<file path="src/rtl/add_accum_pkg.sv">
// Shared mode encoding for the add/accumulate datapath.
// Imported by param_add_accum.
package add_accum_pkg;

  typedef logic [1:0] mode_t;

  localparam mode_t MODE_ADD = 2'b00;
  localparam mode_t MODE_SUB = 2'b01;
  localparam mode_t MODE_ACC = 2'b10;
  localparam mode_t MODE_CLR = 2'b11;

endpackage

</file>
<file path="src/rtl/sat_add.sv">
// Combinational RW-bit add/sub with carry/borrow out and optional clamp.
// Ports: lhs_i, rhs_i operands; sub_i selects lhs-rhs; res_o, cy_o.
module sat_add #(
  parameter int RW       = 8,
  parameter bit SATURATE = 1'b0
) (
  input  logic [RW-1:0] lhs_i,
  input  logic [RW-1:0] rhs_i,
  input  logic          sub_i,
  output logic [RW-1:0] res_o,
  output logic          cy_o
);

  logic [RW:0] raw;

  always_comb begin
    if (sub_i) raw = {1'b0, lhs_i} - {1'b0, rhs_i};
    else       raw = {1'b0, lhs_i} + {1'b0, rhs_i};
    cy_o  = raw[RW];
    res_o = raw[RW-1:0];
    // borrow clamps to 0, carry clamps to all ones
    if (SATURATE && raw[RW]) res_o = sub_i ? '0 : '1;
  end

endmodule

</file>
<file path="src/rtl/param_add_accum.sv">
// Registered add/sub/accumulate unit with valid/ready handshakes.
// Ports: clk, reset, in_*/op_a/op_b/mode in, out_*/result/flag/acc_cnt out.
module param_add_accum
  import add_accum_pkg::*;
#(
  parameter int WIDTH    = 4,
  parameter int ACC_EXT  = 4,
  parameter bit SATURATE = 1'b0
) (
  input  logic                     clk,
  input  logic                     reset,
  input  logic                     in_valid,
  output logic                     in_ready,
  input  logic [WIDTH-1:0]         op_a,
  input  logic [WIDTH-1:0]         op_b,
  input  logic [1:0]               mode,
  output logic                     out_valid,
  input  logic                     out_ready,
  output logic [WIDTH+ACC_EXT-1:0] result,
  output logic                     flag,
  output logic [7:0]               acc_cnt
);

  localparam int RW = WIDTH + ACC_EXT;

  logic          out_valid_q, out_valid_d;
  logic [RW-1:0] result_q, result_d;
  logic          flag_q, flag_d;
  logic [RW-1:0] acc_q, acc_d;
  logic [7:0]    cnt_q, cnt_d;

  logic [RW-1:0] a_ext, b_ext;
  logic [RW-1:0] lhs, rhs, sum;
  logic          sub, cy, accept;
  mode_t         md;

  assign md     = mode;
  assign a_ext  = RW'(op_a);
  assign b_ext  = RW'(op_b);
  // single output register: a beat may enter only as the old one leaves
  assign in_ready = !reset && (!out_valid_q || out_ready);
  assign accept   = in_valid && in_ready;

  // one shared adder; ACC folds a+b into the rhs operand
  always_comb begin
    lhs = a_ext;
    rhs = b_ext;
    sub = 1'b0;
    unique case (md)
      MODE_SUB: sub = 1'b1;
      MODE_ACC: begin
        lhs = acc_q;
        rhs = a_ext + b_ext;
      end
      default: ;
    endcase
  end

  sat_add #(
    .RW       (RW),
    .SATURATE (SATURATE)
  ) u_alu (
    .lhs_i (lhs),
    .rhs_i (rhs),
    .sub_i (sub),
    .res_o (sum),
    .cy_o  (cy)
  );

  always_comb begin
    out_valid_d = out_valid_q;
    result_d    = result_q;
    flag_d      = flag_q;
    acc_d       = acc_q;
    cnt_d       = cnt_q;
    if (accept) begin
      out_valid_d = 1'b1;
      result_d    = sum;
      flag_d      = cy;
      unique case (md)
        MODE_ACC: begin
          acc_d = sum;
          cnt_d = cnt_q + 8'(cnt_q != 8'hFF);
        end
        MODE_CLR: begin
          result_d = '0;
          flag_d   = 1'b0;
          acc_d    = '0;
          cnt_d    = '0;
        end
        default: ;
      endcase
    end else if (out_ready) begin
      out_valid_d = 1'b0;
    end
  end

  always_ff @(posedge clk) begin
    if (reset) begin
      out_valid_q <= 1'b0;
      result_q    <= '0;
      flag_q      <= 1'b0;
      acc_q       <= '0;
      cnt_q       <= '0;
    end else begin
      out_valid_q <= out_valid_d;
      result_q    <= result_d;
      flag_q      <= flag_d;
      acc_q       <= acc_d;
      cnt_q       <= cnt_d;
    end
  end

  assign out_valid = out_valid_q;
  assign result    = result_q;
  assign flag      = flag_q;
  assign acc_cnt   = cnt_q;

endmodule

</file>
<file path="config.mk">
export PLATFORM = sky130hd
export DESIGN_NAME = param_add_accum
export DESIGN_NICKNAME = d
export VERILOG_FILES = /design/src/rtl/add_accum_pkg.sv /design/src/rtl/sat_add.sv /design/src/rtl/param_add_accum.sv
export SDC_FILE = /design/constraint.sdc
export NUM_CORES = 1
export LEC_CHECK = 0
export ABC_AREA = 1
export BUFFER_PORTS_ARGS = -buffer_cell sky130_fd_sc_hd__clkbuf_2
export CORE_ASPECT_RATIO = 1.1
export CORE_MARGIN = 3
export CORE_UTILIZATION = 57
export DETAILED_ROUTE_END_ITERATION = 16
export GPL_TIMING_DRIVEN = 1
export PLACE_DENSITY = 0.82
export SLEW_MARGIN = 20
export SYNTH_ARGS = -nofsm -noshare
export SYNTH_HDL_FRONTEND = slang
export SYNTH_SLANG_ARGS = --single-unit
</file>
<file path="constraint.sdc">
create_clock -name clk -period 8.66 [get_ports clk]
set_input_delay 1.732 -clock clk [delete_from_list [all_inputs] [get_ports clk]]
set_output_delay 1.732 -clock clk [all_outputs]
set_load 0.05 [all_outputs]
</file>
# Word level (Yosys, flattened, before mapping)
# Index checks and enable logic that the tools add are counted.
# totals
regBits	26
latch_bits	0
mem_bits_rw	0
mem_bits_ro	0
out_inout_bits	19
word_cells	31
memories	0
# op_classes
n_addsub	4
mul	0
div	0
n_lt_le_gt_ge	0
eq_ne	4
shifts	0
mux	10
n_bitwise	0
reduce_logical	8
# op_table
cell	count
$pmux W8 S2	2
$mux W8	2
$add A8 B5 Y9	1
$mux W9	1
$sub A8 B5 Y9	1
$add A8 B1 Y8	1
$ne A8 B8 Y1 const B	1
$add A4 B4 Y5	1
$mux W5	1
$eq A2 B2 Y1 const B	2
$mux W1	4
$reduce_bool A2 Y1	2
$eq A2 B1 Y1 const B	1
$logic_and A1 B1 Y1	2
$logic_not A1 Y1	2
$reduce_and A2 Y1	1
$logic_or A1 B1 Y1	1

# Longest topological paths before layout
# logic_depth
word_depth	5
depth_mapped	19
depth_no_buf	19

# By module
# A second synthesis with hierarchy kept.
# unflattened
cells_unflattened	326
hier_area_um2	2034.5
# modules_own_cells
module	n_inst	cells_per_inst	area_each_um2	seq_area_each_um2
param_add_accum	1	205	1397.6	520.5
sat_add	1	121	636.9	0.0

# Worst setup path before layout
# Ideal clock, no wire load.
# synth_path
path_type	input-to-output
from	input reset
to	output in_ready
t_arrival_ns	2.586
slack_ns	4.342
path_stages	2
n_path_buf	1
path_cell_list	clkbuf_1 > nor2_1
# synth_between
elab_chain_cells	2
# synth_rtl
element	line	source
start: declaration	param_add_accum.sv:11	input logic reset,
$logic_not A1 Y1	param_add_accum.sv:41	assign in_ready = !reset && (!out_valid_q || out_ready);
$logic_and A1 B1 Y1	param_add_accum.sv:41	
end: declaration	param_add_accum.sv:13	output logic in_ready,
# No other way between the ends.

# Worst setup path after layout
# layout_path
from	input out_ready
to	output in_ready
# layout_between
elab_chain_cells	2
# layout_rtl
element	line	source
start: declaration	param_add_accum.sv:18	input logic out_ready,
$logic_or A1 B1 Y1	param_add_accum.sv:41	
$logic_and A1 B1 Y1	param_add_accum.sv:41	
# No other way between the ends.

==> flow_summary.json <==
{
  "status": "finished clean",
  "row_count": 21,
  "synth_area_mm2": 0.00189,
  "viasPerCell": 5.19,
  "ys_ff_latch": 26,
  "drc": 0,
  "seq_area_frac_synth": 0.275,
  "skew_ns": 0.00495,
  "r2r_start": "acc_q[1]",
  "hp-start": "acc_q[1]",
  "cts_setup_buffers": 0,
  "setup_viol": 0,
  "syn_area_per_cell_um2": 6.43,
  "critPathMaxFanout": 3,
  "crit_start": "out_ready",
  "grt_overflow": 0,
  "grtUsageTotal": 0.222,
  "cts-root-buf": "clkbuf_4",
  "wl_met1_um": 1860,
  "numCtsBuffers": 3,
  "final_hold_viol_count": 0,
  "cp-end-kind": "output pin",
  "port_buffers": 32,
  "drive_gt1_frac": 0.139,
  "start_kind": "primary input",
  "yosys-top-cells-area": "dfxtp_1 (28%), nand2_1 (15%), ha_1 (11%)",
  "antenna_found_initial": 0,
  "timing.setup.tns_ns": 0,
  "peakVddDrop_mv": 0.0947,
  "routedWlPerCell_um": 11.2,
  "worst_pin_slew_ns": 0.423,
  "yosysUniqueCellTypes": 30,
  "syn-num-nets": 327,
  "power_leakage_nw": 1.12,
  "wl_met2_um": 1890,
  "wl_met3_um": 185,
  "cts_tree": "yes",
  "routed_wl_um": 3990,
  "yosysTopAreaCell": "dfxtp_1",
  "core_mm2": 0.00310,
  "die-area_mm2": 0.00405,
  "place_hpwl_um": 3220,
  "grt_pass1_wl_um": 7000,
  "place_inst": 355,
  "maxCapViolations": 0,
  "dr.pass1.iters": 4,
  "syn_inst": 294,
  "ctsLongestPathBuffers": 2,
  "cts_resized": 0,
  "drtIter0Drc": 92,
  "hold_class": "reg -> reg",
  "fin_cells": 358,
  "cp_data_arrival_time_ns": 2.37,
  "yosys_warnings": 0,
  "clk_pin_slew_ns": 0.12,
  "dieWidth_um": 60.9,
  "top_layer": "met4",
  "fin_crit_ns": 4.11,
  "powerDensity_mw_per_mm2": 133,
  "cts-hold-fix-buffers": 0,
  "initial_utilization": 0.610,
  "area_delta_synth_final_pct": 10.7,
  "finalCritPeriodShare": 0.474,
  "die_h_um": 66.4,
  "antenna_left": 0,
  "num_vias": 1859,
  "clk_latency_ns": 0.32,
  "grt_pass1_vias": 1657,
  "grt_max_degree": 20,
  "htree_levels": 1,
  "drv_slew": 0,
  "cp.required_ns": 6.93,
  "io_pins": 33,
  "fmax_mhz": 244,
  "final_nets": 359,
  "slew_headroom": 0.718,
  "cts_sinks": 26,
  "rsz0062_at_grt": "false",
  "worstSetupPathType": "in -> out",
  "synth_top_area_share": 0.275,
  "gp_congestion": 0.920,
  "diodes": 0
}
## cells in the final DEF, fill, tap and decap left out
master,instances
o21bai_1,1
and2_1,1
o21ai_1,2
nor2_4,1
nand2_2,2
o21ai_2,2
o21ai_0,19
nand3_1,27
nand3_4,1
or2_0,1
inv_1,49
a211oi_1,1
mux2i_1,1
dfxtp_1,26
nand2_4,1
or2_1,1
ha_1,17
or2_2,2
inv_2,1
clkbuf_2,32
nand2_1,74
fa_1,2
nand4_1,3
nand3b_1,1
clkbuf_4,3
xor2_1,1
nor3_1,3
a21oi_1,21
nor2_1,27
a21boi_1,1
## where the power goes
part | switching (mW) | total (mW) | internal, mW
clock | 0.0336 | 0.0499 | 0.0163
sequential | 0.00324 | 0.129 | 0.126
combinational | 0.0669 | 0.0988 | 0.0319
total | 0.104 | 0.278 | 0.174
## sequential cells by signal, summed over array words and instances (netlist names)
register and cells:
acc_cnt 8, acc_q 8, result 8, flag 1, out_valid 1
## cell type report
type	instances	area, um^2
fillers	306	1010
clock buffers	3	22.5
inverters	50	188
flip-flops and latches	26	520
well taps	34	42.5
repair buffers	32	160
multi-input cells	213	1160
## synth_stat cells
cell type	instances
a21oi_1	21
or2_2	2
nor2_1	27
nand4_1	3
inv_2	1
nor2_4	1
inv_1	49
xor2_1	1
o21ai_2	2
nor3_1	3
a21boi_1	1
clkbuf_1	4
nand3b_1	1
nand2_4	1
fa_1	2
or2_0	1
a211oi_1	1
or2_1	1
ha_1	17
nand2_1	74
o21ai_0	19
o21ai_1	2
buf_4	1
o21bai_1	1
nand3_4	1
nand2_2	2
dfxtp_1	26
nand3_1	27
mux2i_1	1
and2_1	1
## metrics by stage
stage | hold WS (ns) | util | setup slack (ns) | cell area (um^2) | power, mW
after floorplan | 0.435 | - | 4.34 | 1890 | 0.209
after global placement | 0.455 | 0.668 | 4.32 | 2070 | 0.229
after detailed placement | 0.455 | 0.668 | 4.26 | 2070 | 0.231
after CTS | 0.474 | 0.676 | 4.54 | 2090 | 0.279
after global routing | 0.500 | 0.676 | 4.34 | 2090 | 0.297
final | 0.477 | 0.676 | 4.55 | 2090 | 0.278
## layer usage
layer	vias to the layer above	track usage
met5	-	0
met1	808	0.298
met3	8	0.0371
li1	1002	-
met4	0	0.0515
met2	41	0.365
## worst max-delay path, stage by stage
cell	delay (ns)
clkbuf_2	0.08
inv_1	0.04
nand2_2	0.09
inv_1	0.05
nor2_1	0.10
clkbuf_2	0.29
## logic make-up after synthesis
| family | after synthesis | synth area share |
|---|---|---|
| and+or+nand+nor | 145 | 0.338 |
| buffers and inverters | 55 | 0.111 |
| AOI/OAI and AO/OA | 47 | 0.132 |
| DFF | 26 | 0.275 |
| adders and majority gates | 19 | 0.134 |
| xor gates and xnor gates | 1 | 0.00463 |
| muxes | 1 | 0.00529 |
## path summary, 6_finish.rpt
kind / to / slack, ns / depth (start not counted)
max: in_ready / 4.55 / 6
min: acc_q[1] / 0.48 / 2
min reg2reg: acc_q[1] / 0.48 / 2
max reg2reg: acc_q[3] / 6.83 / 8
Note: power is estimated with default switching activity, not from simulation.
